**src/rtl/beep_sequencer.sv**
```systemverilog
// Key-driven melody controller: debounced keys launch four-note phrases on a square-wave buzzer.
// Optional macro BEEP_REPEAT_EN: a held key replays its phrase back-to-back instead of stopping.
module beep_sequencer #(
  parameter int unsigned DEBOUNCE_CYC = 32'd1_000_000,
  parameter int unsigned NOTE_CYC     = 32'd12_500_000,
  parameter int unsigned GAP_CYC      = 32'd1_250_000,
  parameter int unsigned HP_SHIFT     = 32'd0
) (
  input  logic       clk,
  input  logic       rst_n,
  input  logic [4:0] key,
  output logic       beep,
  output logic [4:0] led,
  output logic       busy
);

  typedef enum logic [1:0] {ST_IDLE = 2'd0, ST_TONE = 2'd1, ST_GAP = 2'd2} state_t;

  localparam logic [31:0] DB_LAST   = 32'(DEBOUNCE_CYC - 32'd1);
  localparam logic [31:0] NOTE_LAST = 32'(NOTE_CYC - 32'd1);
  localparam logic [31:0] GAP_LAST  = 32'(GAP_CYC - 32'd1);

  function automatic logic [2:0] note_code(input logic [2:0] ph, input logic [1:0] idx);
    logic [11:0] row;
    logic [2:0]  code;
    case (ph)
      3'd0:    row = {3'd1, 3'd2, 3'd3, 3'd4};
      3'd1:    row = {3'd5, 3'd4, 3'd3, 3'd2};
      3'd2:    row = {3'd1, 3'd3, 3'd5, 3'd0};
      3'd3:    row = {3'd6, 3'd6, 3'd0, 3'd6};
      3'd4:    row = {3'd7, 3'd5, 3'd3, 3'd1};
      default: row = 12'd0;
    endcase
    case (idx)
      2'd0:    code = row[11:9];
      2'd1:    code = row[8:6];
      2'd2:    code = row[5:3];
      2'd3:    code = row[2:0];
      default: code = 3'd0;
    endcase
    return code;
  endfunction

  function automatic logic [31:0] half_period(input logic [2:0] code);
    logic [31:0] hp;
    case (code)
      3'd1:    hp = 32'd95556;
      3'd2:    hp = 32'd85131;
      3'd3:    hp = 32'd75843;
      3'd4:    hp = 32'd71586;
      3'd5:    hp = 32'd63776;
      3'd6:    hp = 32'd56818;
      3'd7:    hp = 32'd50619;
      default: hp = 32'd0;
    endcase
    return hp >> HP_SHIFT;
  endfunction

  logic [4:0]  key_meta_r, key_sync_r, db_r, db_d_r;
  logic [31:0] db_cnt_r [5];
  logic [4:0]  pe_s;
  logic        win_valid_s, restart_s, hold_s, tone_entry_s;
  logic [2:0]  win_idx_s;
  state_t      state_r, state_n;
  logic [2:0]  phrase_r, phrase_n;
  logic [1:0]  note_r, note_n;
  logic [31:0] dur_r, dur_n, tcnt_r, tcnt_n, hp_n_s;
  logic [2:0]  code_n_s;
  logic        beep_r, beep_n, busy_r;
  logic [4:0]  led_r;

  // Key synchronizer and per-key stability counters
  always_ff @(posedge clk or negedge rst_n) begin
    if (!rst_n) begin
      key_meta_r <= 5'h1F;
      key_sync_r <= 5'h1F;
      db_r       <= 5'h1F;
      db_d_r     <= 5'h1F;
      for (int i = 0; i < 5; i++) db_cnt_r[i] <= 32'd0;
    end else begin
      key_meta_r <= key;
      key_sync_r <= key_meta_r;
      db_d_r     <= db_r;
      for (int i = 0; i < 5; i++) begin
        if (key_sync_r[i] == db_r[i]) begin
          db_cnt_r[i] <= 32'd0;
        end else if (db_cnt_r[i] == DB_LAST) begin
          db_r[i]     <= key_sync_r[i];
          db_cnt_r[i] <= 32'd0;
        end else begin
          db_cnt_r[i] <= db_cnt_r[i] + 32'd1;
        end
      end
    end
  end

  assign pe_s = db_d_r & ~db_r;

`ifdef BEEP_REPEAT_EN
  assign hold_s = ~db_r[phrase_r];
`else
  assign hold_s = 1'b0;
`endif

  // Lowest-index press wins; a press for a different phrase preempts playback
  always_comb begin
    win_valid_s = 1'b1;
    win_idx_s   = 3'd0;
    casez (pe_s)
      5'b????1: win_idx_s = 3'd0;
      5'b???10: win_idx_s = 3'd1;
      5'b??100: win_idx_s = 3'd2;
      5'b?1000: win_idx_s = 3'd3;
      5'b10000: win_idx_s = 3'd4;
      default:  win_valid_s = 1'b0;
    endcase
    restart_s = win_valid_s && (state_r != ST_IDLE) && (win_idx_s != phrase_r);
  end

  // Phrase sequencer next-state logic
  always_comb begin
    state_n  = state_r;
    phrase_n = phrase_r;
    note_n   = note_r;
    dur_n    = dur_r + 32'd1;
    if (restart_s || (state_r == ST_IDLE && win_valid_s)) begin
      state_n  = ST_TONE;
      phrase_n = win_idx_s;
      note_n   = 2'd0;
      dur_n    = 32'd0;
    end else begin
      case (state_r)
        ST_IDLE: dur_n = 32'd0;
        ST_TONE: begin
          if (dur_r == NOTE_LAST) begin
            state_n = ST_GAP;
            dur_n   = 32'd0;
          end else begin
            dur_n = dur_r + 32'd1;
          end
        end
        ST_GAP: begin
          if (dur_r == GAP_LAST) begin
            dur_n = 32'd0;
            if (note_r != 2'd3) begin
              note_n  = note_r + 2'd1;
              state_n = ST_TONE;
            end else if (hold_s) begin
              note_n  = 2'd0;
              state_n = ST_TONE;
            end else begin
              state_n = ST_IDLE;
            end
          end else begin
            dur_n = dur_r + 32'd1;
          end
        end
        default: begin
          state_n = ST_IDLE;
          dur_n   = 32'd0;
        end
      endcase
    end
  end

  // Tone generator: restarts silent on every TONE entry, silent outside TONE and on rests
  always_comb begin
    tone_entry_s = (state_n == ST_TONE) && ((state_r != ST_TONE) || restart_s);
    code_n_s     = note_code(phrase_n, note_n);
    hp_n_s       = half_period(code_n_s);
    if ((state_n != ST_TONE) || tone_entry_s || (code_n_s == 3'd0)) begin
      tcnt_n = 32'd0;
      beep_n = 1'b0;
    end else if (tcnt_r == hp_n_s - 32'd1) begin
      tcnt_n = 32'd0;
      beep_n = ~beep_r;
    end else begin
      tcnt_n = tcnt_r + 32'd1;
      beep_n = beep_r;
    end
  end

  // State and output registers
  always_ff @(posedge clk or negedge rst_n) begin
    if (!rst_n) begin
      state_r  <= ST_IDLE;
      phrase_r <= 3'd0;
      note_r   <= 2'd0;
      dur_r    <= 32'd0;
      tcnt_r   <= 32'd0;
      beep_r   <= 1'b0;
      busy_r   <= 1'b0;
      led_r    <= 5'd0;
    end else begin
      state_r  <= state_n;
      phrase_r <= phrase_n;
      note_r   <= note_n;
      dur_r    <= dur_n;
      tcnt_r   <= tcnt_n;
      beep_r   <= beep_n;
      busy_r   <= (state_n != ST_IDLE);
      led_r    <= (state_n != ST_IDLE) ? 5'(5'd1 << phrase_n) : 5'd0;
    end
  end

  assign beep = beep_r;
  assign busy = busy_r;
  assign led  = led_r;

endmodule

```
**config.mk**
```make
export PLATFORM = sky130hd
export DESIGN_NAME = beep_sequencer
export DESIGN_NICKNAME = d
export VERILOG_FILES = /design/src/rtl/beep_sequencer.sv
export SDC_FILE = /design/constraint.sdc
export NUM_CORES = 1
export LEC_CHECK = 0
export ABC_AREA = 1
export CAP_MARGIN = 25
export CORE_AREA = 2 2 158 160
export DETAILED_ROUTE_END_ITERATION = 10
export DIE_AREA = 0 0 160 162
export MAX_ROUTING_LAYER = met4
export PLACE_DENSITY = 0.76
export SLEW_MARGIN = 20
export SYNTH_ARGS = -nofsm -noshare
export SYNTH_HDL_FRONTEND = slang
export SYNTH_SLANG_ARGS = --single-unit
```
**constraint.sdc**
```tcl
create_clock -name clk -period 4.27 [get_ports clk]
set_input_delay 0.854 -clock clk [delete_from_list [all_inputs] [get_ports clk]]
set_output_delay 0.854 -clock clk [all_outputs]
set_load 0.1 [all_outputs]
```
# Word level (Yosys, flattened, before mapping)
# Index checks and enable logic that the tools add are counted.
word_totals:
  regBits: 258
  input_bits: 7
  out_inout_bits: 7
  wordCells: 132
op_classes:
  eq_ne: 38
  n_shift: 1
  bitwise: 8
  n_reduce_logical: 21
  mux: 34
  n_addsub: 9
ops:
  columns: ["operator", "count"]
  rows:
  - ["$mux W32", 15]
  - ["$add A32 B1 Y32 const B", 7]
  - ["$eq A32 B20 Y1 const B", 5]
  - ["$pmux W17 S7", 1]
  - ["$pmux W32 S2", 1]
  - ["$pmux W12 S5", 1]
  - ["$eq A32 B21 Y1 const B", 1]
  - ["$eq A32 B24 Y1 const B", 1]
  - ["$eq A32 B32 Y1", 1]
  - ["$sub A32 B1 Y32 const B", 1]
  - ["$pmux W3 S4", 2]
  - ["$eq A3 B3 Y1 const B", 6]
  - ["$mux W2", 7]
  - ["$eq A3 B2 Y1 const B", 4]
  - ["$reduce_and A2 Y1", 5]
  - ["$eq A2 B2 Y1 const B", 4]
  - ["$eq A2 B1 Y1 const B", 3]
  - ["$eq A3 B1 Y1 const B", 2]
  - ["$logic_not A3 Y1", 2]
  - ["$not A1 Y1", 6]
  - ["$pmux W2 S3", 1]
  - ["$reduce_bool A2 Y1", 3]
  - ["$and A5 B5 Y5", 1]
  - ["$eq A1 B1 Y1", 5]
  - ["other kinds (15)", 26]

# Logic depth before layout (Yosys ltp)
depth:
  word_depth: 18
  ltp_mapped: 36
  ltp_nobuf: 35

# Least setup slack after synthesis
# Ideal clock, no wire load.
synth_timing:
  kind: "flip-flop to flip-flop"
  start: "register db_r[0]"
  end: "register tcnt_r[17]"
  n_path_buf: 3
  setup_time_ns: 0.122
  t_required_ns: 4.148
  stages_incl_launch_ff: 34
  period_less_slack_ns: 3.705
  path_slack_ns: 0.565
  arrival_time_ns: 3.583
  path_cell_list: "dfstp_2 inv_2 nand2_2 nand2_2 nor2_2 nand2_1 nand2_1 nand2_1 nand3_1 nand2_2 nand3_1 nand2_1 buf_6 nand2_2 nand2_2 nand3_2 nand2_1 nor2_1 nand2_1 nand2_1 ha_1 buf_2 nand3_1 nand2_1 nand2_1 nand3_1 nand2_1 nor2_1 nand3_1 nor2_1 nand3_2 nand2_4 buf_12 nor2_2"
synth_between:
  elab_chain_len: 18
  elab_cells_between_ends: 47
  cone_classes: "1 x add/sub; 22 x eq/ne; 10 x mux; 2 x bitwise; 12 x reduce/logical"
synth_lines:
  columns: ["item", "line", "source"]
  rows:
  - ["start, declared", "59", "logic [4:0] key_meta_r, key_sync_r, db_r, db_d_r;"]
  - ["start signal, assigned by index", "88", "db_r[i] <= key_sync_r[i];"]
  - ["$not A5 Y5 *", "97", "assign pe_s = db_d_r & ~db_r;"]
  - ["$and A5 B5 Y5 *", "97", null]
  - ["branches (longest 6 deep; another with $eq A5 B5 Y1)", null, null]
  - ["$mux W3 *", "126", "if (restart_s || (state_r == ST_IDLE && win_valid_s)) begin"]
  - ["named net phrase_n[1]", "65", "logic [2:0] phrase_r, phrase_n;"]
  - ["$eq A3 B3 Y1 (tied with other cells)", "26", "case (ph)"]
  - ["$pmux W12 S5 *", "26", null]
  - ["$pmux W3 S4 *", "34", "case (idx)"]
  - ["$eq A3 B3 Y1 (tied with other cells)", "46", "case (code)"]
  - ["$pmux W17 S7", "46", null]
  - ["$sub A32 B1 Y32", "174", "end else if (tcnt_r == hp_n_s - 32'd1) begin"]
  - ["$eq A32 B32 Y1", "174", null]
  - ["$mux W32", "174", null]
  - ["$mux W32 *", "171", "if ((state_n != ST_TONE) || tone_entry_s || (code_n_s == 3'd0)) begin"]
  - ["named net tcnt_n[17]", "67", "logic [31:0] dur_r, dur_n, tcnt_r, tcnt_n, hp_n_s;"]
  - ["end signal, assigned", "199", "tcnt_r <= tcnt_n;"]
  - ["end, declared", "67", null]
# Mark *: on every way through the listed nets, which the timed path passes.
# A chain may end at the register's enable or synchronous reset.

# Worst setup path in the final report
layout_timing:
  start: "register db_r[1]"
  end: "register tcnt_r[16]"
layout_between:
  elab_chain_len: 18
  elab_cells_between_ends: 47
  cone_classes: "1 x add/sub; 22 x eq/ne; 10 x mux; 2 x bitwise; 12 x reduce/logical"
layout_lines:
  columns: ["item", "line"]
  rows:
  - ["$not A5 Y5 *", "97"]
  - ["$and A5 B5 Y5 *", "97"]
  - ["branches (longest 15 deep; another with $sub A32 B1 Y32)", null]
  - ["$mux W32 *", "171"]
  - ["named net tcnt_n[16]", "67"]
# Marks and branches as above.

==> results.toml <==
[outcome]
status = "finished clean"

[power_and_ir_drop]
switchingPower_w = 0.00111
leakage_nw = 6.97
p_per_area_mw_per_mm2 = 331
intPower_w = 0.00424
seqPwrFrac = 0.463
swShare = 0.207
combPwrFrac = 0.022
clock_power_share = 0.515
ir_worst_vdd_v = 0.000410

[cts]
numCtsBuffers = 30
cts_sinks = 258
clockBufferDepth = 3
ctsHoldBuffers = 0
clk_pin_slew_ns = 0.06
htreeDepth = 1
clock_latency_ns = 0.56
cts_tree = "done"
cts-root-buf = "clkbuf_16"

[placement]
place.port_buffers = 13
dp_worst_setup_slack_ns = 0.131
placed_cell_area_mm2 = 0.0149
place_inst = 2160
gp_congestion = 0.961
dp_hpwl_mm = 20.9

[worst_setup_path]
cpMaxStageDelayCell = "dfstp_2"
startpoint_type = "register"
cpPeakStageDelay_ns = 0.56
crit_path_max_fanout = 8
cp_data_required_time_ns = 4.71
timing.rr.start = "db_r[1]"
path_class = "register to register"
reg2reg_to = "tcnt_r[16]"
arrival_ns = 4.49
worst_setup_path_end_kind = "register"
ff2ff_setup_slack_ns = 0.23
rr_worst_depth = 30

[routing]
ant_nets = 0
drc_errors = 0
wl_per_cell_um = 13.5
finalWirelength_mm = 30.0
num_vias = 12000
first_pass_iters = 6
viasPerCell = 5.36
initialDrtViolationCount = 960

[synthesis]
async_reset_ff_frac = 1.00
syn_nets = 1850
synth_edf_count = 0
synth_seq_cells = 258
syn_avg_cell_area_um2 = 7.82
yosysSeqAreaShare = 0.453
ys_types = 52
syn-cell-area_mm2 = 0.0143
syn_inst = 1831
ys_warn_count = 0
synth_ff_type = "dfrtp_1"

[timing]
setup_ws_ns = 0.228
setup_viol = 0
holdWs_ns = 0.305
tightest_slew_ns = 0.993
drv_slew = 0
hold_violations = 0
relSlewSlack = 0.336
clock.fmax_mhz = 247
period_share = 0.947
skew_ns = 0.0113
period_needed_ns = 4.04

[run]
maxCapViolCount = 0

[layout]
drive_gt1_frac = 0.114
stdcell_area_mm2 = 0.0162
instances_no_fill = 2229
insertedDiodeCount = 0
fin_nets = 1901
layout_commonest_cell = "nand2_1"
post-route-util = 0.671
area_growth_syn_to_layout_pct = 13.0
num-fill-cells = 2006
layout_common_cells = "nand2_1, nor2_1, inv_1"

[global_routing]
grt_pass1_wl_mm = 51.5
grt_antenna_before_repair = 0
track_usage = 0.238
grt_start_max_net_pins = 108
overflow = 0
grt_pass1_vias = 11600

[floorplanning]
die_area_mm2 = 0.0259
ios = 14
die_y_um = 162
initial_core_util = 0.594
core_area_mm2 = 0.0241
fp-row-count = 57
die_w_um = 160

[worst_hold_path]
hold_path_class = "input port to async pin"
==> synth_stat cells (8+ instances only) <==
library cell  number  share of area
a21oi_1           70          0.024
a31oi_1           15         0.0066
clkbuf_1          15         0.0039
dfrtp_1          238           0.42
dfstp_2           20          0.037
ha_1              12          0.010
inv_1            257          0.067
inv_2              8         0.0021
nand2_1          338          0.089
nand2_2           14         0.0061
nand3_1          100          0.035
nand4_1           60          0.026
nor2_1           279          0.073
nor2_2            40          0.017
nor3_1            83          0.029
nor3_2             9         0.0063
nor3b_1           33          0.017
nor4_1            43          0.019
o21a_1            20          0.010
o21ai_0           31          0.011
xnor2_1           21          0.013
xor2_1            59          0.036
==> power groups by stage <==
stage | Combinational, W | Clock [W] | Sequential [W]
finish | 0.000118 | 0.00276 | 0.00248
global route | 0.000141 | 0.00292 | 0.00248
CTS | 0.000124 | 0.00282 | 0.00248
detailed placement | 0.000123 | 0 | 0.00252
global placement | 0.000120 | 0 | 0.00252
floorplan | 0.0000478 | 0 | 0.00252
==> logic make-up (layout without fill, tap and decap cells) <==
family	after synthesis	in the layout	share of synthesized area
simple gates	1025	1026	0.337
xor+xnor	80	80	0.0489
fa+ha+maj	12	12	0.0105
buf+inv	295	368	0.0832
compound gates	157	157	0.0646
mux	4	4	0.00315
flops	258	258	0.453
==> registers in the layout, summed over array words and instances, names as in the netlist <==
signal,cells
state_r,2
key_meta_r,5
led,5
phrase_r,3
beep,1
key_sync_r,5
note_r,2
tcnt_r,32
db_d_r,5
dur_r,32
db_r,5
busy,1
db_cnt_r,160
==> per-layer routing <==
layer  track usage  wire (um)  vias to the layer above
met1         0.310      13900                     5636
met4        0.0508        588                        0
li1              -          -                     6061
met2         0.405      14400                      203
met5             -          0                        -
met3        0.0319       1140                       54
==> final cells by class <==
cell class,instances,area [um2],share of cell area
Multi-Input combinational cell,1279,6750,0.417
Sequential cell,258,6480,0.401
Inverter,270,1010,0.0626
Clock buffer,39,805,0.0497
Timing Repair Buffer,43,450,0.0278
Tap cell,324,405,0.0251
Clock inverter,16,274,0.0169
==> worst max path at each step <==
stage                     cells after the start         end  slack, ns  startpoint
after floorplan                              33  tcnt_r[17]       0.57     db_r[0]
after global placement                       27   tcnt_r[0]       0.34     db_r[1]
after detailed placement                     34   tcnt_r[5]       0.13     db_r[1]
after CTS                                    32   tcnt_r[0]       0.09     db_r[1]
after global routing                         32  tcnt_r[16]      -0.07     db_r[0]
final                                        30  tcnt_r[16]       0.23     db_r[1]
==> critical path: cells and delay by family (launching register included) <==
family / cells / cell delay [ns]
compound gates: 1 / 0.19
fa+ha+maj: 1 / 0.20
buf+inv: 6 / 0.58
flops: 1 / 0.56
simple gates: 22 / 2.40
==> repair_timing <==
action                     CTS  global route
buffers inserted             0            10
setup endpoints to repair    0            33
resized for setup            0            26
==> per-stage QoR <==
step	total power [W]	setup TNS [ns]
after global placement	0.00264	0
after floorplan	0.00257	0
final	0.00535	0
after detailed placement	0.00264	0
after global routing	0.00554	-1.59
after CTS	0.00542	0
(Power assumes the default switching activity.)
